===== src/rtl/vedic_pkg.sv =====
// Shared definitions for the Vedic product accumulator.
//   state_t        : accumulator FSM states
//   BYTE_W         : width of one emitted result byte
//   DEF_*          : default parameter values for vedic_prod_accum
package vedic_pkg;

    typedef enum logic {
        ST_ACCUM = 1'b0,
        ST_EMIT  = 1'b1
    } state_t;

    localparam int BYTE_W      = 8;
    localparam int DEF_PROD_W  = 8;
    localparam int DEF_ACC_W   = 16;
    localparam int DEF_N_TERMS = 4;

endpackage


===== src/rtl/vedic_prod_accum_if.sv =====
// Handshake bundle between the multiplier, the accumulator and the byte sink.
//   prod_in/prod_valid/prod_ready : product stream into the accumulator
//   out_byte/out_valid/out_ready  : result byte stream, LSB first
//   out_last                      : final (most-significant) byte marker
//   overflow                      : sticky batch overflow flag
// slave  = accumulator side, master = producer/consumer side.
interface vedic_prod_accum_if #(
    parameter int PROD_W = 8
);
    logic [PROD_W-1:0] prod_in;
    logic              prod_valid;
    logic              prod_ready;
    logic [7:0]        out_byte;
    logic              out_valid;
    logic              out_ready;
    logic              out_last;
    logic              overflow;

    modport master (
        output prod_in, prod_valid, out_ready,
        input  prod_ready, out_byte, out_valid, out_last, overflow
    );

    modport slave (
        input  prod_in, prod_valid, out_ready,
        output prod_ready, out_byte, out_valid, out_last, overflow
    );
endinterface


===== src/rtl/vedic_acc_adder.sv =====
// Combinational accumulate step: acc + zero-extended product, ACC_W+1 bits wide.
//   acc      in  ACC_W   current accumulator
//   prod     in  PROD_W  product to add
//   acc_next out ACC_W   new accumulator value (wrapped or saturated)
//   carry    out 1       sum exceeded ACC_W bits
// Build option: VEDIC_ACC_SATURATE_EN clamps acc_next to all ones on carry;
// otherwise the sum wraps modulo 2^ACC_W.
module vedic_acc_adder #(
    parameter int PROD_W = 8,
    parameter int ACC_W  = 16
) (
    input  logic [ACC_W-1:0]  acc,
    input  logic [PROD_W-1:0] prod,
    output logic [ACC_W-1:0]  acc_next,
    output logic              carry
);
    logic [ACC_W:0] sum;

    assign sum   = {1'b0, acc} + (ACC_W+1)'(prod);
    assign carry = sum[ACC_W];

`ifdef VEDIC_ACC_SATURATE_EN
    // Once clamped, further adds either carry again or add zero, so the
    // accumulator stays at all ones until the batch ends.
    assign acc_next = carry ? '1 : sum[ACC_W-1:0];
`else
    assign acc_next = sum[ACC_W-1:0];
`endif
endmodule


===== src/rtl/vedic_prod_accum.sv =====
// Batch accumulator for 8-bit Vedic multiplier products. Sums N_TERMS
// products, then emits the ACC_W-bit total LSB first, one byte per transfer.
//   clk    in  clock, rising edge
//   rst_n  in  asynchronous active-low reset
//   ena    in  tile enable; low freezes all state and gates both handshakes
//   clear  in  synchronous batch abort (highest priority, only with ena)
//   bus    slave modport of vedic_prod_accum_if (product in, bytes out)
// Build option: VEDIC_ACC_SATURATE_EN (see vedic_acc_adder).
//
// state     | meaning
// ST_ACCUM  | accepting products, adding them into acc
// ST_EMIT   | presenting acc one byte at a time
module vedic_prod_accum
    import vedic_pkg::*;
#(
    parameter int PROD_W  = DEF_PROD_W,
    parameter int ACC_W   = DEF_ACC_W,
    parameter int N_TERMS = DEF_N_TERMS
) (
    input  logic               clk,
    input  logic               rst_n,
    input  logic               ena,
    input  logic               clear,
    vedic_prod_accum_if.slave  bus
);
    localparam int ACC_BYTES = ACC_W / BYTE_W;
    localparam int IDX_W     = (ACC_BYTES > 1) ? $clog2(ACC_BYTES) : 1;
    localparam logic [IDX_W-1:0] LAST_IDX = IDX_W'(ACC_BYTES - 1);
    localparam logic [7:0]       CNT_LAST = 8'(N_TERMS - 1);

    state_t            state_q, state_d;
    logic [ACC_W-1:0]  acc_q, acc_d;
    logic [7:0]        cnt_q, cnt_d;
    logic [IDX_W-1:0]  idx_q, idx_d;
    logic              ovf_q, ovf_d;

    logic [ACC_W-1:0]  acc_sum;
    logic              carry;
    logic              last_byte;

    vedic_acc_adder #(
        .PROD_W (PROD_W),
        .ACC_W  (ACC_W)
    ) u_adder (
        .acc      (acc_q),
        .prod     (bus.prod_in),
        .acc_next (acc_sum),
        .carry    (carry)
    );

    assign last_byte = (idx_q == LAST_IDX);

    always_ff @(posedge clk or negedge rst_n) begin
        if (!rst_n) begin
            state_q <= ST_ACCUM;
            acc_q   <= '0;
            cnt_q   <= '0;
            idx_q   <= '0;
            ovf_q   <= 1'b0;
        end else begin
            state_q <= state_d;
            acc_q   <= acc_d;
            cnt_q   <= cnt_d;
            idx_q   <= idx_d;
            ovf_q   <= ovf_d;
        end
    end

    always_comb begin
        state_d        = state_q;
        acc_d          = acc_q;
        cnt_d          = cnt_q;
        idx_d          = idx_q;
        ovf_d          = ovf_q;
        bus.prod_ready = 1'b0;
        bus.out_valid  = 1'b0;
        bus.out_byte   = '0;
        bus.out_last   = 1'b0;
        bus.overflow   = ovf_q;

        if (state_q == ST_ACCUM) begin
            bus.prod_ready = ena & ~clear;
        end else begin
            bus.out_valid = ena;
            bus.out_byte  = BYTE_W'(acc_q >> {idx_q, 3'b000});
            bus.out_last  = last_byte;
        end

        if (ena) begin
            if (clear) begin
                state_d = ST_ACCUM;
                acc_d   = '0;
                cnt_d   = '0;
                idx_d   = '0;
                ovf_d   = 1'b0;
            end else begin
                unique case (state_q)
                    ST_ACCUM: begin
                        if (bus.prod_valid) begin
                            acc_d = acc_sum;
                            ovf_d = ovf_q | carry;
                            cnt_d = cnt_q + 8'd1;
                            if (cnt_q == CNT_LAST) begin
                                state_d = ST_EMIT;
                                idx_d   = '0;
                            end
                        end
                    end
                    ST_EMIT: begin
                        if (bus.out_ready) begin
                            if (last_byte) begin
                                state_d = ST_ACCUM;
                                acc_d   = '0;
                                cnt_d   = '0;
                                idx_d   = '0;
                                ovf_d   = 1'b0;
                            end else begin
                                idx_d = idx_q + 1'b1;
                            end
                        end
                    end
                    default: state_d = ST_ACCUM;
                endcase
            end
        end
    end
endmodule

===== src/flat_wrapper.sv =====
// flat-port wrapper written by rule: the top's interface ports become plain ports
module vedic_prod_accum_flat import vedic_pkg::*;
#(
    parameter int PROD_W  = DEF_PROD_W,
    parameter int ACC_W   = DEF_ACC_W,
    parameter int N_TERMS = DEF_N_TERMS
)
  (clk, rst_n, ena, clear, bus_prod_in, bus_prod_valid, bus_out_ready, bus_prod_ready, bus_out_byte, bus_out_valid, bus_out_last, bus_overflow);
  vedic_prod_accum_if #(.PROD_W(PROD_W)) bus_i ();
  input  logic clk;
  input  logic rst_n;
  input  logic ena;
  input  logic clear;
  input wire logic [$bits(bus_i.prod_in)-1:0] bus_prod_in;
  input wire logic [$bits(bus_i.prod_valid)-1:0] bus_prod_valid;
  input wire logic [$bits(bus_i.out_ready)-1:0] bus_out_ready;
  output wire logic [$bits(bus_i.prod_ready)-1:0] bus_prod_ready;
  output wire logic [$bits(bus_i.out_byte)-1:0] bus_out_byte;
  output wire logic [$bits(bus_i.out_valid)-1:0] bus_out_valid;
  output wire logic [$bits(bus_i.out_last)-1:0] bus_out_last;
  output wire logic [$bits(bus_i.overflow)-1:0] bus_overflow;
  assign bus_i.prod_in = bus_prod_in;
  assign bus_i.prod_valid = bus_prod_valid;
  assign bus_i.out_ready = bus_out_ready;
  assign bus_prod_ready = bus_i.prod_ready;
  assign bus_out_byte = bus_i.out_byte;
  assign bus_out_valid = bus_i.out_valid;
  assign bus_out_last = bus_i.out_last;
  assign bus_overflow = bus_i.overflow;
  vedic_prod_accum #(.PROD_W(PROD_W), .ACC_W(ACC_W), .N_TERMS(N_TERMS)) u_core (.clk(clk), .rst_n(rst_n), .ena(ena), .clear(clear), .bus(bus_i));
endmodule

===== config.mk =====
export PLATFORM = sky130hd
export DESIGN_NAME = vedic_prod_accum_flat
export DESIGN_NICKNAME = d
export VERILOG_FILES = /design/src/rtl/vedic_pkg.sv /design/src/rtl/vedic_prod_accum_if.sv /design/src/rtl/vedic_acc_adder.sv /design/src/rtl/vedic_prod_accum.sv /design/src/flat_wrapper.sv
export SDC_FILE = /design/constraint.sdc
export NUM_CORES = 1
export LEC_CHECK = 0
export ABC_AREA = 1
export CAP_MARGIN = 15
export CORE_MARGIN = 2
export CORE_UTILIZATION = 44
export CTS_CLUSTER_DIAMETER = 150
export DETAILED_ROUTE_END_ITERATION = 16
export GPL_TIMING_DRIVEN = 0
export PLACE_DENSITY = 0.69
export SETUP_SLACK_MARGIN = 0.4
export SYNTH_ARGS = -nofsm -noshare
export SYNTH_HDL_FRONTEND = slang
export SYNTH_SLANG_ARGS = --single-unit

===== constraint.sdc =====
create_clock -name clk -period 5.09 [get_ports clk]
set_clock_uncertainty 0.1 [all_clocks]
set_input_delay 0.7635 -clock clk [delete_from_list [all_inputs] [get_ports clk]]
set_output_delay 0.7635 -clock clk [all_outputs]
set_load 0.01 [all_outputs]

==> run_results.csv, run 1 <==
group,metric,value,unit
floorplanning,dieArea,5190,um2
global_routing,grt_util_all_layers,0.204,
placed_design,place.gp.congestion,0.821,
synth,synth_area,2040,um2
synth,yosysWarningCount,0,
floorplanning,core,4410,um2
finish,fin_nets,345,
timing,fin_crit,3010,ps
placed_design,dpl.hpwl,3.76,mm
clock_network,root_buffer,"clkbuf_8",
detailed_routing,drt-pass1-iter-count,4,
global_routing,grt_pass1_wl,8.40,mm
detailed_routing,vias,1908,
timing,period_share,0.591,
timing,final_max_slew_viol_count,0,
global_routing,grt_pass1_vias,1831,
floorplanning,die_x,72.1,um
timing,slew_headroom,0.636,
synth,yosysSeqAreaShare,0.331,
worst_setup_path,critical_path_arrival,2150,ps
synth,yosys_register_bits,27,
clock_network,cts_sinks,27,
timing,setup_viol,0,
global_routing,grt_max_degree,19,
clock_network,clk_pin_slew,100,ps
worst_setup_path,crit_required,4230,ps
global_routing,antenna_found_initial,0,
detailed_routing,drc,0,
timing,grt_setup_unrepaired,"false",
detailed_routing,wl_per_cell,13.1,um
synth,syn_avg_cell_area,7.03,um2
clock_network,cts_tree,"done",
clock_network,clock_latency,280,ps
worst_setup_path,worstPathMaxFanout,5,
outcome,status,"finished clean",
run,max_cap_violations,0,
detailed_routing,routed_wl,4.89,mm
clock_network,clock_path_buffers,2,
worst_setup_path,path_class,"in -> out",
floorplanning,rows,24,
placed_design,io_buffer_count,25,
clock_network,post_cts_buffers,0,
detailed_routing,via_per_inst,5.13,
power_and_ir_drop,p_total,739,uW
min_path,hold_class,"reg -> reg",
synth,synth_area_leaders,"dfrtp_1 33%, nand2_1 14%, inv_1 8.1%",
synth,synth_top_area_cell,"dfrtp_1",
worst_setup_path,start_kind,"input pin",
clock_network,cts-resized-gates,0,
finish,drive_above_1_share,0.103,
synth,yosys.area.top_type_share,0.331,
detailed_routing,drt-initial-drc-count,136,
synth,yosysUniqueCellTypes,29,
finish,diodes,0,
timing,fin_ws,2080,ps
finish,syn_to_final_growth,18.5,%
global_routing,overflow,0,
timing,setup_tns,0,ps
floorplanning,die_h,72.1,um
clock_network,htreeDepth,1,
floorplanning,initial_core_util,0.462,
clock_network,numCtsBuffers,3,
synth,syn_inst,290,
floorplanning,pin_count,26,
power_and_ir_drop,leakage,1.17,nW
detailed_routing,ant_nets,0,
timing,worst_pin_slew,544,ps
timing,finalHoldViolations,0,
power_and_ir_drop,power-per-cell-area,306,nW/um2
clock_network,cts_hold_buffers,0,
finish,final_cells,372,
placed_design,dp_slack,2090,ps
timing,fmax,0.332,GHz
worst_setup_path,end_kind,"primary output",
placed_design,dp_cells,368,
synth,syn-num-nets,314,
power_and_ir_drop,ir_worst_vdd,0.000138,V
per-stage QoR:
stage          hold WS [ps]  cell area [um2]  utilization
6_report                432             2410        0.547
5_1_grt                 455             2410        0.547
4_1_cts                 434             2410        0.547
3_5_place_dp            419             2370        0.537
3_3_place_gp            403             2350        0.533
2_1_floorplan           368             2040            -
logic make-up (layout without fill, tap and decap cells):
group / after synthesis / after routing / synth area share
compound gates: 47 / 47 / 0.143
xor+xnor: 4 / 4 / 0.0172
fa+ha+maj: 10 / 10 / 0.0651
buf+inv: 54 / 84 / 0.120
flops: 27 / 27 / 0.331
simple gates: 148 / 148 / 0.323
final cells by class:
class | count | area [um2]
fill | 459 | 2000
multi-input combinational | 209 | 1120
sequential | 27 | 676
timing repair buffer | 26 | 265
inverter | 49 | 189
tap | 52 | 65.1
buffer | 5 | 56.3
clock buffer | 3 | 41.3
clock inverter | 1 | 5.00
state kept, by name, summed over array words and instances, names as in the netlist:
| name | count |
|---|---|
| u_core.acc_q | 16 |
| u_core.cnt_q | 8 |
| u_core.bus.overflow | 1 |
| u_core.idx_q | 1 |
| u_core.state_q | 1 |
cell usage in the layout (no fill, tap or decap):
master           instances
nor2_2                   2
inv_4                    2
nand3b_1                 1
inv_1                   44
a21oi_1                 12
xor2_1                   3
o21bai_1                 1
o21ai_2                  5
nor2_1                  28
fa_1                     1
buf_6                    5
nand2_2                  1
o21ai_1                  2
a21oi_4                  1
nor3_1                   6
clkinv_2                 1
a21oi_2                  3
dfrtp_1                 27
clkdlybuf4s50_1         25
inv_2                    3
a22oi_1                  1
o21ai_0                 14
ha_1                     9
nand2_4                  3
nor2_4                   2
clkbuf_8                 3
nand4_1                  3
xnor2_1                  1
o22ai_1                  8
nor3_2                   1
nand2_1                 75
buf_8                    1
nand3_1                 26
routing by layer:
layer  GRT usage  share of wire  vias up
li1            -              -      986
met1       0.291           0.51      864
met2       0.337           0.44       54
met3      0.0167          0.049        4
met4      0.0440         0.0082        0
met5           0              0        -
critical path: stages:
cell,delay [ps]
clkdlybuf4s50_1,510
nor2_1,140
inv_1,90
nor2_1,100
clkdlybuf4s50_1,540
report_power, final:
group          leakage, nW  internal [mW]  total, mW  switching [mW]
Combinational        0.775          0.127      0.332           0.204
Clock               0.0255         0.0550      0.127          0.0723
Sequential           0.367          0.251      0.280          0.0293
Total                 1.17          0.433      0.739           0.306
path summary, 6_finish.rpt:
| check | slack (ps) | cells past startpoint | from | end |
|---|---|---|---|---|
| min in group asynchronous | 730 | 1 | rst_n | u_core.idx_q$_DFFE_PN0P_ |
| max in group asynchronous | 3640 | 2 | rst_n | u_core.acc_q[12]$_DFFE_PN0P_ |
| min reg2reg | 430 | 2 | u_core.bus.overflow$_DFFE_PN0P_ | u_core.bus.overflow$_DFFE_PN0P_ |
| min | 430 | 2 | u_core.bus.overflow$_DFFE_PN0P_ | u_core.bus.overflow$_DFFE_PN0P_ |
| max | 2080 | 5 | clear | bus_prod_ready |
| max reg2reg | 3120 | 8 | u_core.acc_q[0]$_DFFE_PN0P_ | u_core.bus.overflow$_DFFE_PN0P_ |
synthesized netlist by cell type (all sizes together):
library cell and n:
a21oi 16, a22oi 1, buf 5, dfrtp 27, fa 1, ha 9, inv 49, nand2 79
nand3 26, nand3b 1, nand4 3, nor2 32, nor3 7, o21ai 21, o21bai 1, o22ai 8
xnor2 1, xor2 3
(Power assumes the default switching activity.)
==> run 2, diff against run 1 <==
Clock period 5.09 ns to 2.9 ns, I/O delays scaled along.
==> run 2 against run 1 <==
Global-route usage is the same; combinational power is 76% higher; non-clock buffer count is the same; wire length unchanged; critical endpoint unchanged.
==> run_results.csv, run 2 (synthesis gave the netlist of run 1 again) <==
group,metric,value,unit
run,max_cap_violations,0,
placed_design,io_buffer_count,25,
timing,grt_setup_unrepaired,"false",
worst_setup_path,r2r-end,"u_core.bus.overflow$_DFFE_PN0P_",
finish,fin_util,0.547,
finish,fin_nets,345,
finish,final_common_cell,"nand2_1",
worst_setup_path,critical_path_arrival,1820,ps
worst_setup_path,crit_required,2370,ps
floorplanning,die_h,72.1,um
timing,period_share,0.811,
min_path,hold_class,"in -> async",
timing,final_max_slew_viol_count,0,
clock_network,cts_tree,"done",
finish,fill_cells,459,
floorplanning,initial_core_util,0.462,
floorplanning,rows,24,
clock_network,clk_pin_slew,100,ps
outcome,status,"finished clean",
detailed_routing,routed_wl,4.89,mm
global_routing,antenna_found_initial,0,
placed_design,place.gp.congestion,0.821,
power_and_ir_drop,leakage,1.17,nW
detailed_routing,wl_per_cell,13.1,um
clock_network,root_buffer,"clkbuf_8",
clock_network,post_cts_buffers,0,
worst_setup_path,start_kind,"input pin",
detailed_routing,drt-initial-drc-count,135,
worst_setup_path,end_kind,"primary output",
global_routing,grt_pass1_vias,1831,
timing,worst_pin_slew,544,ps
finish,diodes,0,
finish,syn_to_final_growth,18.5,%
global_routing,grt_util_all_layers,0.204,
placed_design,dpl.hpwl,3.76,mm
detailed_routing,via_per_inst,5.13,
global_routing,overflow,0,
timing,fin_crit,2350,ps
power_and_ir_drop,power-per-cell-area,538,nW/um2
global_routing,grt_max_degree,19,
clock_network,numCtsBuffers,3,
timing,finalHoldViolations,0,
clock_network,cts_sinks,27,
finish,regMostFlops,"u_core.acc_q",
detailed_routing,drt-pass1-iter-count,4,
worst_setup_path,r2r_setup_slack,930,ps
finish,layout_common_cells,"75 x nand2_1, 44 x inv_1, 28 x nor2_1",
timing,slew_headroom,0.636,
worst_setup_path,reg2regPathDepth,8,
floorplanning,die_x,72.1,um
detailed_routing,drc,0,
placed_design,dp_cells,368,
detailed_routing,vias,1908,
clock_network,htreeDepth,1,
finish,reg.largest.list,"u_core.acc_q: 16 flops, u_core.cnt_q: 8 flops",
floorplanning,core,4410,um2
worst_setup_path,timing.rr.start,"u_core.acc_q[0]$_DFFE_PN0P_",
floorplanning,pin_count,26,
detailed_routing,ant_nets,0,
timing,fmax,0.425,GHz
global_routing,grt_pass1_wl,8.40,mm
power_and_ir_drop,p_total,1.30,mW
timing,setup_viol,0,
clock_network,clock_latency,280,ps
finish,drive_above_1_share,0.103,
worst_setup_path,worstPathMaxFanout,5,
worst_setup_path,path_class,"in -> out",
finish,final_cells,372,
timing,setup_tns,0,ps
power_and_ir_drop,ir_worst_vdd,0.000243,V
clock_network,clock_path_buffers,2,
floorplanning,dieArea,5190,um2
finish,largest_reg_flops,16,
## run 2: cell types whose count changed in the layout (fill, tap and decap cells not counted)
cell     previous run  this run
o21ai_1             2         3
o21ai_0            14        13
## run 2: worst max-delay path: stages
cell	delay (ps)
clkdlybuf4s50_1	510
nor2_1	140
inv_1	90
nor2_1	100
clkdlybuf4s50_1	540
## run 2: layer usage
layer  up-vias  share of wire  global-route usage  wire, um
li1        986              -                   -         -
met1       864           0.51               0.291      2480
met2        54           0.44               0.337      2130
met3         4          0.049              0.0167       237
met4         0         0.0082              0.0440        40
met5         -              0                   0         0
## run 2: through the flow
stage               hold slack, ps  setup WS [ps]  instance area (um2)
detailed placement             419            418                 2370
finish                         405            547                 2410
global placement               403            419                 2350
global route                   428            431                 2410
CTS                            424            533                 2410
floorplan                     39.4           1090                 2040
## run 2: what timing repair did
action	4_1_cts	5_1_grt
endpoints found under the setup margin	0	1
resized for setup	0	1
hold buffers	0	0
## run 2: how the worst max path moves through the flow
stage | end | slack (ps) | from | cells after the start
2_1_floorplan | u_core.acc_q[8]$_DFFE_PN0P_ | 1090 | bus_prod_in[0] | 9
3_3_place_gp | u_core.bus.overflow$_DFFE_PN0P_ | 420 | bus_prod_in[0] | 9
3_5_place_dp | u_core.acc_q[12]$_DFFE_PN0P_ | 420 | bus_prod_in[0] | 10
4_1_cts | bus_out_byte[2] | 530 | u_core.idx_q$_DFFE_PN0P_ | 4
5_1_grt | bus_out_byte[4] | 430 | u_core.idx_q$_DFFE_PN0P_ | 4
6_report | bus_prod_ready | 550 | clear | 5
## run 2: power by group
group	internal, mW	switching [mW]
Clock	0.0965	0.127
Combinational	0.224	0.359
Sequential	0.441	0.0514
## run 2: area by class of cell
type / count / area (um2) / share of cell area
buffer: 5 / 56.3 / 0.0233
inverter: 49 / 189 / 0.0782
sequential: 27 / 676 / 0.280
timing repair buffer: 26 / 265 / 0.110
tap: 52 / 65.1 / 0.0269
clock inverter: 1 / 5.00 / 0.00207
multi-input combinational: 209 / 1120 / 0.463
clock buffer: 3 / 41.3 / 0.0171
